==> src/rtl/jailbreak_dip_bank.sv <==
// Bank of shadow/live DIP-switch registers written over a bridge; commits copy shadow to live at a safe point or after TIMEOUT.
// Optional macro JAILBREAK_DIP_AUTOCOMMIT_EN: every accepted shadow write also requests a commit.
module jailbreak_dip_bank #(
    parameter int                          NUM_REGS = 4,
    parameter int                          WIDTH    = 32,
    parameter logic [NUM_REGS*WIDTH-1:0]   DEFAULTS = '0,
    parameter int unsigned                 TIMEOUT  = 1000000
) (
    input  logic                          clk,
    input  logic                          reset,
    input  logic [31:0]                   bridge_addr,
    input  logic                          bridge_wr,
    input  logic [31:0]                   bridge_wr_data,
    output logic [31:0]                   bridge_rd_data,
    input  logic                          safe_point,
    output logic [NUM_REGS*WIDTH-1:0]     dip_switches,
    output logic [NUM_REGS-1:0]           changed,
    output logic [1:0]                    dbg_state_o
);

    // Handshake: bridge_wr is a single-cycle strobe, no backpressure; read data follows the address one cycle later.
    typedef enum logic [1:0] {
        IDLE  = 2'd0,
        ARMED = 2'd1,
        APPLY = 2'd2
    } state_t;

    localparam logic [5:0]  CTRL_IDX     = 6'(NUM_REGS);
    localparam logic [31:0] TIMEOUT_LAST = 32'(TIMEOUT - 1);

    state_t              state_q, state_d;
    logic [31:0]         cnt_q, cnt_d;
    logic                dirty_q;
    logic [31:0]         rd_q, rd_d;
    logic [NUM_REGS-1:0] changed_q, changed_d;
    logic [WIDTH-1:0]    shadow_q [NUM_REGS];
    logic [WIDTH-1:0]    live_q   [NUM_REGS];

    logic [5:0] word_idx;
    logic       shadow_wr;
    logic       ctrl_commit;
    logic       commit_req;
    logic       apply;
    logic       unused_bits;

    assign word_idx    = bridge_addr[7:2];
    assign shadow_wr   = bridge_wr && (word_idx < CTRL_IDX);
    assign ctrl_commit = bridge_wr && (word_idx == CTRL_IDX) && bridge_wr_data[0];
    assign unused_bits = ^{bridge_addr[31:8], bridge_addr[1:0], bridge_wr_data};

`ifdef JAILBREAK_DIP_AUTOCOMMIT_EN
    assign commit_req = ctrl_commit || shadow_wr;
`else
    assign commit_req = ctrl_commit;
`endif

    always_comb begin
        state_d = state_q;
        cnt_d   = cnt_q;
        apply   = 1'b0;
        case (state_q)
            IDLE: begin
                if (commit_req) begin
                    state_d = ARMED;
                    cnt_d   = 32'd0;
                end
            end
            ARMED: begin
                cnt_d = cnt_q + 32'd1;
                if (safe_point || (cnt_q == TIMEOUT_LAST)) begin
                    state_d = APPLY;
                end
            end
            APPLY: begin
                apply   = 1'b1;
                state_d = IDLE;
            end
            default: state_d = IDLE;
        endcase
    end

    always_comb begin
        rd_d      = 32'd0;
        changed_d = '0;
        for (int i = 0; i < NUM_REGS; i++) begin
            changed_d[i] = (live_q[i] != shadow_q[i]);
            if (word_idx == 6'(i)) begin
                rd_d = 32'(shadow_q[i]);
            end
        end
        if (word_idx == CTRL_IDX) begin
            rd_d = {30'd0, dirty_q, (state_q == ARMED)};
        end
    end

    always_ff @(posedge clk or posedge reset) begin
        if (reset) begin
            state_q   <= IDLE;
            cnt_q     <= 32'd0;
            dirty_q   <= 1'b0;
            rd_q      <= 32'd0;
            changed_q <= '0;
            for (int i = 0; i < NUM_REGS; i++) begin
                shadow_q[i] <= DEFAULTS[i*WIDTH +: WIDTH];
                live_q[i]   <= DEFAULTS[i*WIDTH +: WIDTH];
            end
        end else begin
            state_q   <= state_d;
            cnt_q     <= cnt_d;
            rd_q      <= rd_d;
            changed_q <= apply ? changed_d : '0;
            // A write landing in the APPLY cycle keeps dirty set; live sees the pre-write shadow.
            if (shadow_wr) begin
                dirty_q <= 1'b1;
            end else if (apply) begin
                dirty_q <= 1'b0;
            end
            for (int i = 0; i < NUM_REGS; i++) begin
                if (shadow_wr && (word_idx == 6'(i))) begin
                    shadow_q[i] <= bridge_wr_data[WIDTH-1:0];
                end
                if (apply) begin
                    live_q[i] <= shadow_q[i];
                end
            end
        end
    end

    always_comb begin
        dip_switches = '0;
        for (int i = 0; i < NUM_REGS; i++) begin
            dip_switches[i*WIDTH +: WIDTH] = live_q[i];
        end
    end

    assign bridge_rd_data = rd_q;
    assign changed        = changed_q;
    assign dbg_state_o    = state_q;

endmodule

==> config.mk <==
export PLATFORM = sky130hd
export DESIGN_NAME = jailbreak_dip_bank
export DESIGN_NICKNAME = d
export VERILOG_FILES = /design/src/rtl/jailbreak_dip_bank.sv
export SDC_FILE = /design/constraint.sdc
export NUM_CORES = 1
export LEC_CHECK = 0
export ABC_AREA = 1
export BUFFER_PORTS_ARGS = -buffer_cell sky130_fd_sc_hd__buf_2
export CAP_MARGIN = 20
export CORE_ASPECT_RATIO = 1.1
export CORE_MARGIN = 4
export CORE_UTILIZATION = 51
export DETAILED_ROUTE_END_ITERATION = 8
export PLACE_DENSITY = 0.72
export SETUP_SLACK_MARGIN = 0.05
export SLEW_MARGIN = 20
export SYNTH_ARGS = -nofsm -noshare
export SYNTH_HDL_FRONTEND = slang
export SYNTH_SLANG_ARGS = --single-unit
==> constraint.sdc <==
create_clock -name clk -period 24.3 [get_ports clk]
set_input_delay 4.86 -clock clk [delete_from_list [all_inputs] [get_ports clk]]
set_output_delay 4.86 -clock clk [all_outputs]
set_load 0.03 [all_outputs]
# Word level (Yosys, flattened, before mapping)
# Cells that the tools add are included.
# word_totals
regBits,327
input_bits,68
word_cells,56
# classes
addsub,1
n_lt_le_gt_ge,1
eq_ne,13
mux,14
reduce_logical,14
# ops
op,n
$mux 32,6
$ne 32x32->1,4
$pmux 32 s2,1
$add 32x1->32 const B,1
$eq 32x20->1 const B,1
$eq 6x2->1 const B,2
$logic_and 1x1->1,7
$eq 6x1->1 const B,1
$eq 6x3->1 const B,1
$logic_not 6->1,1
$lt 6x3->1 const B,1
$mux 2,2
$mux 4,1
$ne 2x2->1 const B,2
$pmux 2 s2,1
$reduce_and 2->1,2
$reduce_bool 2->1,2
$mux 1,3
$eq 2x1->1 const B,1
$eq 2x2->1 const B,1
$logic_not 2->1,1
$logic_or 1x1->1,1

# Logic depth before layout (Yosys ltp)
# Gate-level depths: netlist (run 1).
# depth
depth_word,6
ltp_mapped,10
depth_no_buf,9

# Worst setup path before layout (run 1)
# Ideal clock, no wire load.
# synth_path
kind,input port to flip-flop
startpoint,in bridge_addr[4]
endpoint,reg rd_q[20] (netlist: bridge_rd_data[20])
arrival_time_ns,5.778
required_ns,24.176
slack_ns,18.398
path_stages,10
path_buffers,2
path_cell_list,nor2_1 > nand2_2 > nor2_4 > inv_2 > nor2_8 > inv_2 > buf_6 > buf_6 > nor2_1 > a21oi_1
# synth_via
elab_chain_len,6
elab_cells_between_ends,10
cone_classes,eq/ne (4); mux (5); reduce/logical (1)
# synth_rtl
item,line_no,text
from (decl),11,"input logic [31:0] bridge_addr,"
$logic_not 6->1,87,if (word_idx == 6'(i)) begin
$mux 32 (4 in a row),87,
$mux 32 (*),91,if (word_idx == CTRL_IDX) begin
net rd_d[20],34,"logic [31:0] rd_q, rd_d;"
to (signal assigned),110,rd_q <= rd_d;
to (decl),34,
# The timed path passes the listed nets; every way through them passes the cells marked *.
# A chain may end at the register's enable or synchronous reset.

==> results of run 1 <==
[metrics by stage]
stage          cells   util  worst slack [ns]  hold WS [ns]  cell area [um^2]
3_5_place_dp    2727  0.562             16.87         0.510             17200
3_3_place_gp    2727  0.562             16.90         0.501             17200
5_1_grt         2791  0.601             17.15         0.553             18400
4_1_cts         2790  0.601             17.41         0.524             18400
6_report        2791  0.601             17.58         0.513             18400
2_1_floorplan   2169      -             10.39         0.466             15900
[layout by cell type, fill, tap and decap left out, types with 6 or more instances in the layout]
master / instances
clkbuf_16: 37
inv_1: 313
inv_2: 6
nand3_1: 39
buf_2: 207
buf_4: 7
clkbuf_1: 8
o21ai_0: 195
nand2_1: 797
nor2_2: 11
o21ai_1: 71
dfrtp_1: 327
nor2_1: 198
a21oi_1: 95
clkbuf_8: 12
xor2_1: 12
[cells in the mapped netlist]
cell and count:
inv_2 6, a21oi_1 95, inv_1 314, dfrtp_1 327
nand3_1 39, nor3_4 1, nand3b_1 3, o21ai_0 195
clkbuf_1 27, nor2_4 4, a31oi_1 1, a22oi_1 1
nand2_1 797, nor2_8 1, nand2_2 5, o21ai_1 71
buf_4 1, a21oi_2 1, buf_2 40, buf_6 4
nor3_1 2, or2_2 1, nor2_1 198, xor2_1 12
nand2_4 1, ha_1 1, nand3_2 1, nor2_2 12
nand4_1 4, clkinv_1 1, a22o_1 1, o31ai_1 1
o21a_1 1
[critical path, stage by stage]
cell   delay (ns)
buf_2        0.13
inv_8        0.48
buf_4        0.73
buf_4        0.90
[layout make-up]
| cell class | instances | area share |
|---|---|---|
| diodes | 1 | 0.000136 |
| flip-flops and latches | 327 | 0.445 |
| inverters | 321 | 0.0659 |
| well taps | 414 | 0.0282 |
| multi-input cells | 1449 | 0.336 |
| repair buffers | 216 | 0.0609 |
| clock buffers | 57 | 0.0610 |
| clock inverters | 6 | 0.00313 |
[cells by family after synthesis]
| group | count (synthesis) | share of synthesized area |
|---|---|---|
| and+or+nand+nor | 1069 | 0.264 |
| xor gates and xnor gates | 12 | 0.00660 |
| DFF | 327 | 0.514 |
| AOI/OAI and AO/OA | 367 | 0.116 |
| buffers and inverters | 393 | 0.0980 |
| adders and majority gates | 1 | 0.000786 |
[layer usage]
metal	track usage	vias up
met1	0.337	6706
li1	-	7001
met4	0.0906	0
met5	0	-
met3	0.0349	84
met2	0.401	396
[power by group through the flow]
stage | clock network (mW) | logic [mW] | registers [mW]
after floorplan | 0 | 0.137 | 0.657
after global placement | 0 | 0.198 | 0.653
after detailed placement | 0 | 0.204 | 0.656
after CTS | 0.552 | 0.206 | 0.647
after global routing | 0.575 | 0.236 | 0.657
final | 0.541 | 0.203 | 0.649
[sequential cells by signal, indices dropped and copies added, names as in the netlist]
signal          cells
cnt_q              32
dirty_q             1
shadow_q          128
changed             4
dip_switches      128
bridge_rd_data     32
dbg_state_o         2
[how the worst min path moves through the flow]
stage | startpoint | endpoint | slack [ns] | cells past startpoint
global route | dirty_q$_DFFE_PP0P_ | dirty_q$_DFFE_PP0P_ | 0.55 | 1
detailed placement | dip_switches[57]$_DFFE_PP0P_ | dip_switches[57]$_DFFE_PP0P_ | 0.51 | 2
global placement | dirty_q$_DFFE_PP0P_ | dirty_q$_DFFE_PP0P_ | 0.50 | 1
finish | dip_switches[57]$_DFFE_PP0P_ | dip_switches[57]$_DFFE_PP0P_ | 0.51 | 2
CTS | dip_switches[57]$_DFFE_PP0P_ | dip_switches[57]$_DFFE_PP0P_ | 0.52 | 2
floorplan | dirty_q$_DFFE_PP0P_ | bridge_rd_data[1]$_DFF_PP0_ | 0.47 | 2
==> summary.txt, run 1 <==
Status
  – Status: finished, final reports clean

Global route
  – Maximum number of pins on one net before global-route repair: 243
  – Gr usage total: 0.246
  – Vias in the first global route: 13500
  – Global route overflow: 0
  – Initial antenna violation count: 1
  – Global-route wire length before repair: 68.7 mm

STA
  – Least-Margin Pin Slew: 1.12 ns
  – Final min period: 6.72 ns
  – Final Hold Fails: 0
  – Slew Viols, Final: 0
  – Slew headroom: 0.255
  – F_max: 149 MHz
  – Final Setup Violations: 0
  – Clock Skew: 0.0120 ns
  – RSZ-0062 raised after global routing: false
  – Setup total negative slack: 0 ns
  – Final Cycle Share: 0.276

Synth
  – Synth Cell Area: 15900 um^2
  – Synth Warn #: 0
  – Cells taking the most area after synthesis: dfrtp_1 51%, nand2_1 19%, inv_1 7.4%, o21ai_0 6.1%, nor2_1 4.7%
  – Syn_nets: 2238
  – Most area-hungry cell type in the Yosys netlist: dfrtp_1
  – Post-synth cell types: 33
  – Synth top area share: 0.514
  – Synth Register Bits: 327
  – Mapped Cells: 2169
  – Sequential-to-total area share from yosys stat: 0.514
  – Mean post-synth cell area: 7.34 um^2

Clocking
  – CTS Hold Bufs: 0
  – Setup bufs post-CTS: 0
  – CTS Buffer Depth: 3
  – Worst-Skew Late Latency: 0.51 ns
  – TritonCTS Buffers: 36
  – Root buffer cell: clkbuf_16
  – Post-CTS resize count: 0
  – # H-tree levels: 2
  – CTS clock-pin slew for the worst setup and hold paths: 0.05 ns
  – Clock sink count: 327
  – TritonCTS clock tree: yes

Setup path
  – Critical R2R Launch: dbg_state_o[1]$_DFFE_PP0P_
  – Worst EP arrival: 7.20 ns
  – CP Launch Type: primary input
  – CP Capture Type: asynchronous set/reset pin
  – Worst setup endpoint: bridge_rd_data[24]$_DFF_PP0_
  – Peak fanout along the critical path: 112
  – Crit Path Class: in -> async
  – Worst Setup SP: reset
  – R2r setup slk: 21.61 ns
  – WP data required: 24.79 ns
  – Reg2Reg Depth: 5
  – Crit Reg-Reg Endpoint: dip_switches[18]$_DFFE_PP0P_

Die
  – # rows: 67
  – Die Y: 193 um
  – Core box area: 30600 um^2
  – Num ports: 234
  – Die Wd: 176 um
  – Die Area: 34100 um^2
  – Initial Util: 0.520

Drt
  – Met3 wire len: 2.28 mm
  – Top Metal Used: met4
  – Post-Route M1 WL: 18.5 mm
  – Metal2 WL: 20.1 mm
  – ANT nets after route: 0
  – Final wirelength: 42.4 mm
  – DR iter-0 viols: 957
  – Vias/cell: 5.08
  – Drt wl/cell: 15.2 um
  – # DRC: 0
  – DR pass1 iterations: 7
  – Routed vias: 14200

Finish
  – Area of the multi-input gates: 6180 um^2
  – Layout area overhead: 15.6%
  – Nets: 2420
  – Layout cells sized above 1: 0.128
  – Register area: 8180 um^2
  – Filler cells: 2817

Power
  – LEAKAGE: 9.76 nW
  – VDD IR-drop max: 53.8 uV
  – P_int: 987 uW
  – Psw: 406 uW
  – Sw Ratio: 0.292
  – Sequential Power Share: 0.466
  – PwrDens: 75.7 nW/um^2
  – Clock share of power: 0.389
  – Power Total: 1.39 mW
  – Comb power frac: 0.146

Placed design
  – Final GP Congestion: 0.908
  – Buffers on Ports: 207
  – HPWL after DPL: 28.7 mm

Min path
  – Worst hold path type: reg -> reg

Run
  – Max Cap Violations: 0
Note: power is estimated with default switching activity, not from simulation.
==> run 2: changes to the inputs <==
--- a/config.mk
+++ b/config.mk
@@ -12,7 +12,7 @@
 export CORE_MARGIN = 4
 export CORE_UTILIZATION = 51
 export DETAILED_ROUTE_END_ITERATION = 8
-export PLACE_DENSITY = 0.72
+export PLACE_DENSITY = 0.75
 export SETUP_SLACK_MARGIN = 0.05
 export SLEW_MARGIN = 20
 export SYNTH_ARGS = -nofsm -noshare
==> constraint.sdc (replaced) <==
create_clock -name clk -period 5.75 [get_ports clk]
set_input_delay 1.15 -clock clk [delete_from_list [all_inputs] [get_ports clk]]
set_output_delay 1.15 -clock clk [all_outputs]
set_load 0.03 [all_outputs]
==> run 2 against run 1 <==
- via count decreased by 1.4%
- core utilization increased by 0.22 points
- register-to-register slack lost 18 ns
- sequential power increased to 4.2 times the previous value
- first-iteration DRC count is 34% higher
- flip-flop and latch count unchanged
- critical endpoint is now shadow_q[16]$_DFFE_PP0P_
- combinational power grew to 4.2 times the previous value
- critical path depth is 6 higher
- power rose to 4.3 times the previous value
- setup slack worse by 15 ns
==> summary.txt, run 2 (synthesis gave the netlist of run 1 again) <==
Setup path
  – Worst EP arrival: 3.50 ns
  – Peak fanout along the critical path: 36
  – WP data required: 6.13 ns
  – CP Launch Type: primary input
  – Crit Path Class: in -> reg
  – CP Capture Type: flip-flop

Global route
  – Vias in the first global route: 13400
  – Gr usage total: 0.244
  – Global-route wire length before repair: 68.3 mm
  – GR met1 Demand/Resource: 0.328
  – Met2 GRT Util: 0.412
  – Initial antenna violation count: 1
  – Global route overflow: 0
  – Global route hottest layer: met2
  – Global Route met3 Usage: 0.0424
  – Maximum number of pins on one net before global-route repair: 243

Die
  – Num ports: 234
  – Core box area: 30600 um^2
  – # rows: 67
  – Die Area: 34100 um^2
  – Die Wd: 176 um
  – Die Y: 193 um
  – Initial Util: 0.520

STA
  – RSZ-0062 raised after global routing: false
  – Least-Margin Pin Slew: 1.01 ns
  – Final min period: 3.12 ns
  – Slew headroom: 0.330
  – Slew Viols, Final: 0
  – Setup total negative slack: 0 ns
  – Final Setup Violations: 0
  – Clock Skew: 0.0164 ns
  – F_max: 320 MHz
  – Hold Worst Slack: 0.513 ns
  – Final Hold Fails: 0
  – Final Cycle Share: 0.543

Clocking
  – # H-tree levels: 2
  – TritonCTS Buffers: 36
  – Setup bufs post-CTS: 0
  – CTS Hold Bufs: 0
  – TritonCTS clock tree: yes
  – Root buffer cell: clkbuf_16
  – Worst-Skew Late Latency: 0.51 ns
  – CTS Buffer Depth: 3
  – Post-CTS resize count: 0
  – CTS clock-pin slew for the worst setup and hold paths: 0.06 ns
  – Clock sink count: 327

Finish
  – Nets: 2420
  – Filler cells: 2720
  – Register area: 8180 um^2
  – Design area: 18500 um^2
  – Commonest cells after routing, fill and taps aside: 797 x nand2_1, 327 x dfrtp_1, 313 x inv_1
  – Layout area overhead: 16.0%
  – Area of the multi-input gates: 6180 um^2
  – Post-Layout Cell Count: 2791
  – Most common cell after layout, fill and taps aside: nand2_1
  – Layout cells sized above 1: 0.128

Status
  – Status: finished, final reports clean

Drt
  – Routed vias: 14000
  – Vias/cell: 5.01
  – ANT nets after route: 0
  – DR iter-0 viols: 1286
  – Drt wl/cell: 14.9 um
  – Final wirelength: 41.6 mm
  – DR pass1 iterations: 6
  – # DRC: 0

Placed design
  – Placed Area: 17200 um^2
  – Cell total after placement: 2727
  – Final GP Congestion: 0.902
  – HPWL after DPL: 28.2 mm
  – Buffers on Ports: 207

Run
  – Max Cap Violations: 0

Power
  – LEAKAGE: 9.78 nW
  – VDD IR-drop max: 290 uV
  – PwrDens: 325 nW/um^2

Min path
  – Worst hold path type: reg -> reg
## run 2: cell types whose count changed in the layout (fill, tap and decap cells not counted)
cell / delta
clkinv_2: -1
buf_6: -1
bufinv_16: +3
clkinvlp_4: +2
buf_12: +2
clkbuf_8: -4
buf_4: -1
## run 2: where the power goes
part / internal [mW] / leakage, nW / switching [mW]
logic: 0.294 / 4.81 / 0.563
registers: 2.50 / 4.37 / 0.236
clock network: 1.47 / 0.598 / 0.936
total: 4.26 / 9.78 / 1.74
## run 2: layout make-up
type	instances	area share
Tap cell	414	0.0281
Multi-Input combinational cell	1449	0.335
Antenna cell	1	0.000136
Clock buffer	53	0.0578
Sequential cell	327	0.443
Clock inverter	10	0.00874
Inverter	321	0.0655
Timing Repair Buffer	216	0.0618
## run 2: worst max-delay path: stages
cell	delay, ns
buf_2	0.10
nor2_2	0.13
nand2_2	0.16
nor2_4	0.13
inv_2	0.06
nor2_8	0.51
nand2_2	0.58
buf_4	0.45
nand2_1	0.12
o21ai_1	0.07
## run 2: path summary, 6_finish.rpt
| path | endpoint | slack [ns] | cells after the start | startpoint |
|---|---|---|---|---|
| max reg2reg | dip_switches[24]$_DFFE_PP0P_ | 3.28 | 5 | dbg_state_o[1]$_DFFE_PP0P_ |
| min reg2reg | dirty_q$_DFFE_PP0P_ | 0.51 | 1 | dirty_q$_DFFE_PP0P_ |
| min | dirty_q$_DFFE_PP0P_ | 0.51 | 1 | dirty_q$_DFFE_PP0P_ |
| max in group asynchronous | dip_switches[58]$_DFFE_PP0P_ | 3.76 | 3 | reset |
| min in group asynchronous | bridge_rd_data[12]$_DFF_PP0_ | 0.77 | 2 | reset |
| max | shadow_q[16]$_DFFE_PP0P_ | 2.63 | 10 | bridge_addr[6] |
## run 2: per-stage QoR
step / util / worst slack (ns) / power [mW]
final: 0.603 / 2.63 / 6.00
after global routing: 0.603 / 2.41 / 6.32
after CTS: 0.603 / 2.66 / 6.04
after detailed placement: 0.563 / 2.15 / 3.63
after global placement: 0.563 / 2.17 / 3.59
after floorplan: - / 0.235 / 3.36
## run 2: metal layers
layer,wire (um),vias to the layer above,part of all wire
met1,17800,6548,0.43
met2,20100,385,0.48
met3,2620,65,0.063
met4,1120,0,0.027
li1,-,6987,-
met5,0,-,0
==> run 3: changes to the inputs <==
--- a/config.mk
+++ b/config.mk
@@ -5,14 +5,14 @@
 export SDC_FILE = /design/constraint.sdc
 export NUM_CORES = 1
 export LEC_CHECK = 0
-export ABC_AREA = 1
+export ABC_AREA = 0
 export BUFFER_PORTS_ARGS = -buffer_cell sky130_fd_sc_hd__buf_2
 export CAP_MARGIN = 20
 export CORE_ASPECT_RATIO = 1.1
 export CORE_MARGIN = 4
 export CORE_UTILIZATION = 51
 export DETAILED_ROUTE_END_ITERATION = 8
-export PLACE_DENSITY = 0.75
+export PLACE_DENSITY = 0.73
 export SETUP_SLACK_MARGIN = 0.05
 export SLEW_MARGIN = 20
 export SYNTH_ARGS = -nofsm -noshare
==> constraint.sdc (replaced) <==
create_clock -name clk -period 3.1 [get_ports clk]
set_input_delay 0.62 -clock clk [delete_from_list [all_inputs] [get_ports clk]]
set_output_delay 0.62 -clock clk [all_outputs]
set_load 0.03 [all_outputs]
==> run 3 against run 2 <==
- clock-buffer cell count fell by 1
- synthesized area fell by 7.9%
- critical path depth shrank 6
- register-to-register slack worse by 2.3 ns
- clock skew rose by 0.0033 ns
- final area shrank 5.4%
- power rose by 83%
- clock power up 85%
- combinational power increased by 72%
- core utilization grew 1.8 points
- critical endpoint is now changed[1]$_DFF_PP0_
==> summary.txt, run 3 <==
Status
  – Status: finished, final reports clean

STA
  – Final Cycle Share: 0.689
  – Clock Skew: 0.0197 ns
  – Setup total negative slack: 0 ns
  – Least-Margin Pin Slew: 0.703 ns
  – Slew headroom: 0.529
  – RSZ-0062 raised after global routing: false
  – F_max: 468 MHz
  – Hold Worst Slack: 0.118 ns
  – Final Setup Violations: 0
  – Final min period: 2.14 ns
  – Final Hold Fails: 0
  – Slew Viols, Final: 0

Clocking
  – Root buffer cell: clkbuf_16
  – # H-tree levels: 2
  – TritonCTS Buffers: 37
  – CTS Buffer Depth: 3
  – Setup bufs post-CTS: 0
  – Worst-Skew Late Latency: 0.53 ns
  – CTS Hold Bufs: 0
  – Post-CTS resize count: 0
  – Clock sink count: 327
  – CTS clock-pin slew for the worst setup and hold paths: 0.06 ns
  – TritonCTS clock tree: yes

Setup path
  – CP Launch Type: flip-flop
  – CP Capture Type: flip-flop
  – WP data required: 3.45 ns
  – Worst EP arrival: 2.48 ns
  – Crit Path Class: reg -> reg
  – Peak fanout along the critical path: 4

Die
  – Die Wd: 170 um
  – Num ports: 234
  – Core box area: 28100 um^2
  – # rows: 64
  – Die Area: 31500 um^2
  – Die Y: 186 um
  – Initial Util: 0.521

Finish
  – Layout cells sized above 1: 0.455
  – Most common cell after layout, fill and taps aside: dfrtp_1
  – Layout area overhead: 19.2%
  – Area of the multi-input gates: 6260 um^2
  – Register area: 8180 um^2
  – Filler cells: 2180
  – Commonest cells after routing, fill and taps aside: 327 x dfrtp_1, 256 x mux2_2, 207 x buf_2
  – Post-Layout Cell Count: 1648
  – Nets: 1324

Synth
  – Top-count cell post-synth: dfrtp_1
  – Sequential-to-total area share from yosys stat: 0.558
  – Syn_nets: 1105
  – Synth Cell Area: 14700 um^2
  – Cells taking the most area after synthesis: dfrtp_1 56%, mux2_2 20%, xnor2_1 7.7%, mux4_2 4.9%, nand4_1 2.0%
  – Synth top area share: 0.558
  – Async S/R FF share, synth: 1.00
  – Post-synth cell types: 43
  – Post-synth top cells: 327 x dfrtp_1, 256 x mux2_2, 128 x xnor2_1
  – Mapped Cells: 1036
  – Ys flop type: dfrtp_1
  – Most area-hungry cell type in the Yosys netlist: dfrtp_1
  – Mean post-synth cell area: 14.1 um^2
  – Synth Warn #: 0
  – Post-synth EDFFs: 0
  – Synth Register Bits: 327

Global route
  – Met2 GRT Util: 0.426
  – Global route hottest layer: met2
  – Global route overflow: 0
  – GR met1 Demand/Resource: 0.326
  – Vias in the first global route: 9838
  – Gr usage total: 0.252
  – Global Route met3 Usage: 0.0597
  – Global-route wire length before repair: 60.1 mm
  – Initial antenna violation count: 4
  – Maximum number of pins on one net before global-route repair: 97

Run
  – Max Cap Violations: 0

Placed design
  – HPWL after DPL: 27.7 mm
  – Buffers on Ports: 207
  – Cell total after placement: 1579
  – Final GP Congestion: 0.826

Power
  – Power Total: 11.0 mW
  – PwrDens: 628 nW/um^2
  – VDD IR-drop max: 444 uV
  – LEAKAGE: 8.67 nW

Drt
  – ANT nets after route: 0
  – Routed vias: 9531
  – Vias/cell: 5.78
  – # DRC: 0
  – Final wirelength: 39.4 mm
  – Drt wl/cell: 23.9 um
  – DR pass1 iterations: 5
  – DR iter-0 viols: 790

Min path
  – Worst hold path type: in -> async
## run 3: critical path, stage by stage (launching register included)
cell and delay [ns]:
dfrtp_1 0.43, xnor2_1 0.45, nand4_1 0.22, nor4_1 0.62, a21oi_1 0.24
## run 3: cell type report
type / count / area share
clock inverters: 14 / 0.0100
clock buffers: 52 / 0.0625
repair buffers: 228 / 0.0733
well taps: 363 / 0.0260
inverters: 3 / 0.000860
diodes: 3 / 0.000430
flip-flops and latches: 327 / 0.468
multi-input cells: 658 / 0.358
## run 3: cell families (layout without fill, tap and decap cells)
family / Yosys count / after routing / share of synthesized area
simple gates: 181 / 181 / 0.0736
other cells: 0 / 3 / 0
flops: 327 / 327 / 0.558
xor+xnor: 129 / 129 / 0.0771
mux: 301 / 301 / 0.255
compound gates: 46 / 46 / 0.0200
buf+inv: 51 / 297 / 0.0153
fa+ha+maj: 1 / 1 / 0.000854
## run 3: through the flow
step / setup WS, ns / instance area, um^2 / utilization
floorplan: -1.88 / 14700 / -
global placement: 0.611 / 16200 / 0.576
detailed placement: 0.570 / 16200 / 0.576
CTS: 0.922 / 17500 / 0.621
global route: 0.849 / 17500 / 0.621
finish: 0.964 / 17500 / 0.621
## run 3: final timing paths
kind / start / end / slack (ns) / cells after the start
worst max-delay path: shadow_q[78]$_DFFE_PP0P_ / changed[1]$_DFF_PP0_ / 0.96 / 4
worst min-delay path: reset / dip_switches[39]$_DFFE_PP0P_ / 0.12 / 2
worst max register to register: shadow_q[78]$_DFFE_PP0P_ / changed[1]$_DFF_PP0_ / 0.96 / 4
worst min register to register: cnt_q[31]$_DFFE_PP0P_ / cnt_q[31]$_DFFE_PP0P_ / 0.49 / 1
max in group asynchronous: reset / shadow_q[122]$_DFFE_PP0P_ / 2.12 / 3
min in group clk: safe_point / dbg_state_o[0]$_DFFE_PP0P_ / 0.31 / 2
## run 3: power by group
part           internal, mW  switching, mW
clock network          2.72           1.73
registers              4.63          0.425
logic                 0.691          0.777
## run 3: routing by layer
layer	up-vias	wire length, um
met5	-	13
met2	306	19900
met1	4934	15800
li1	4229	-
met3	60	2670
met4	2	1040
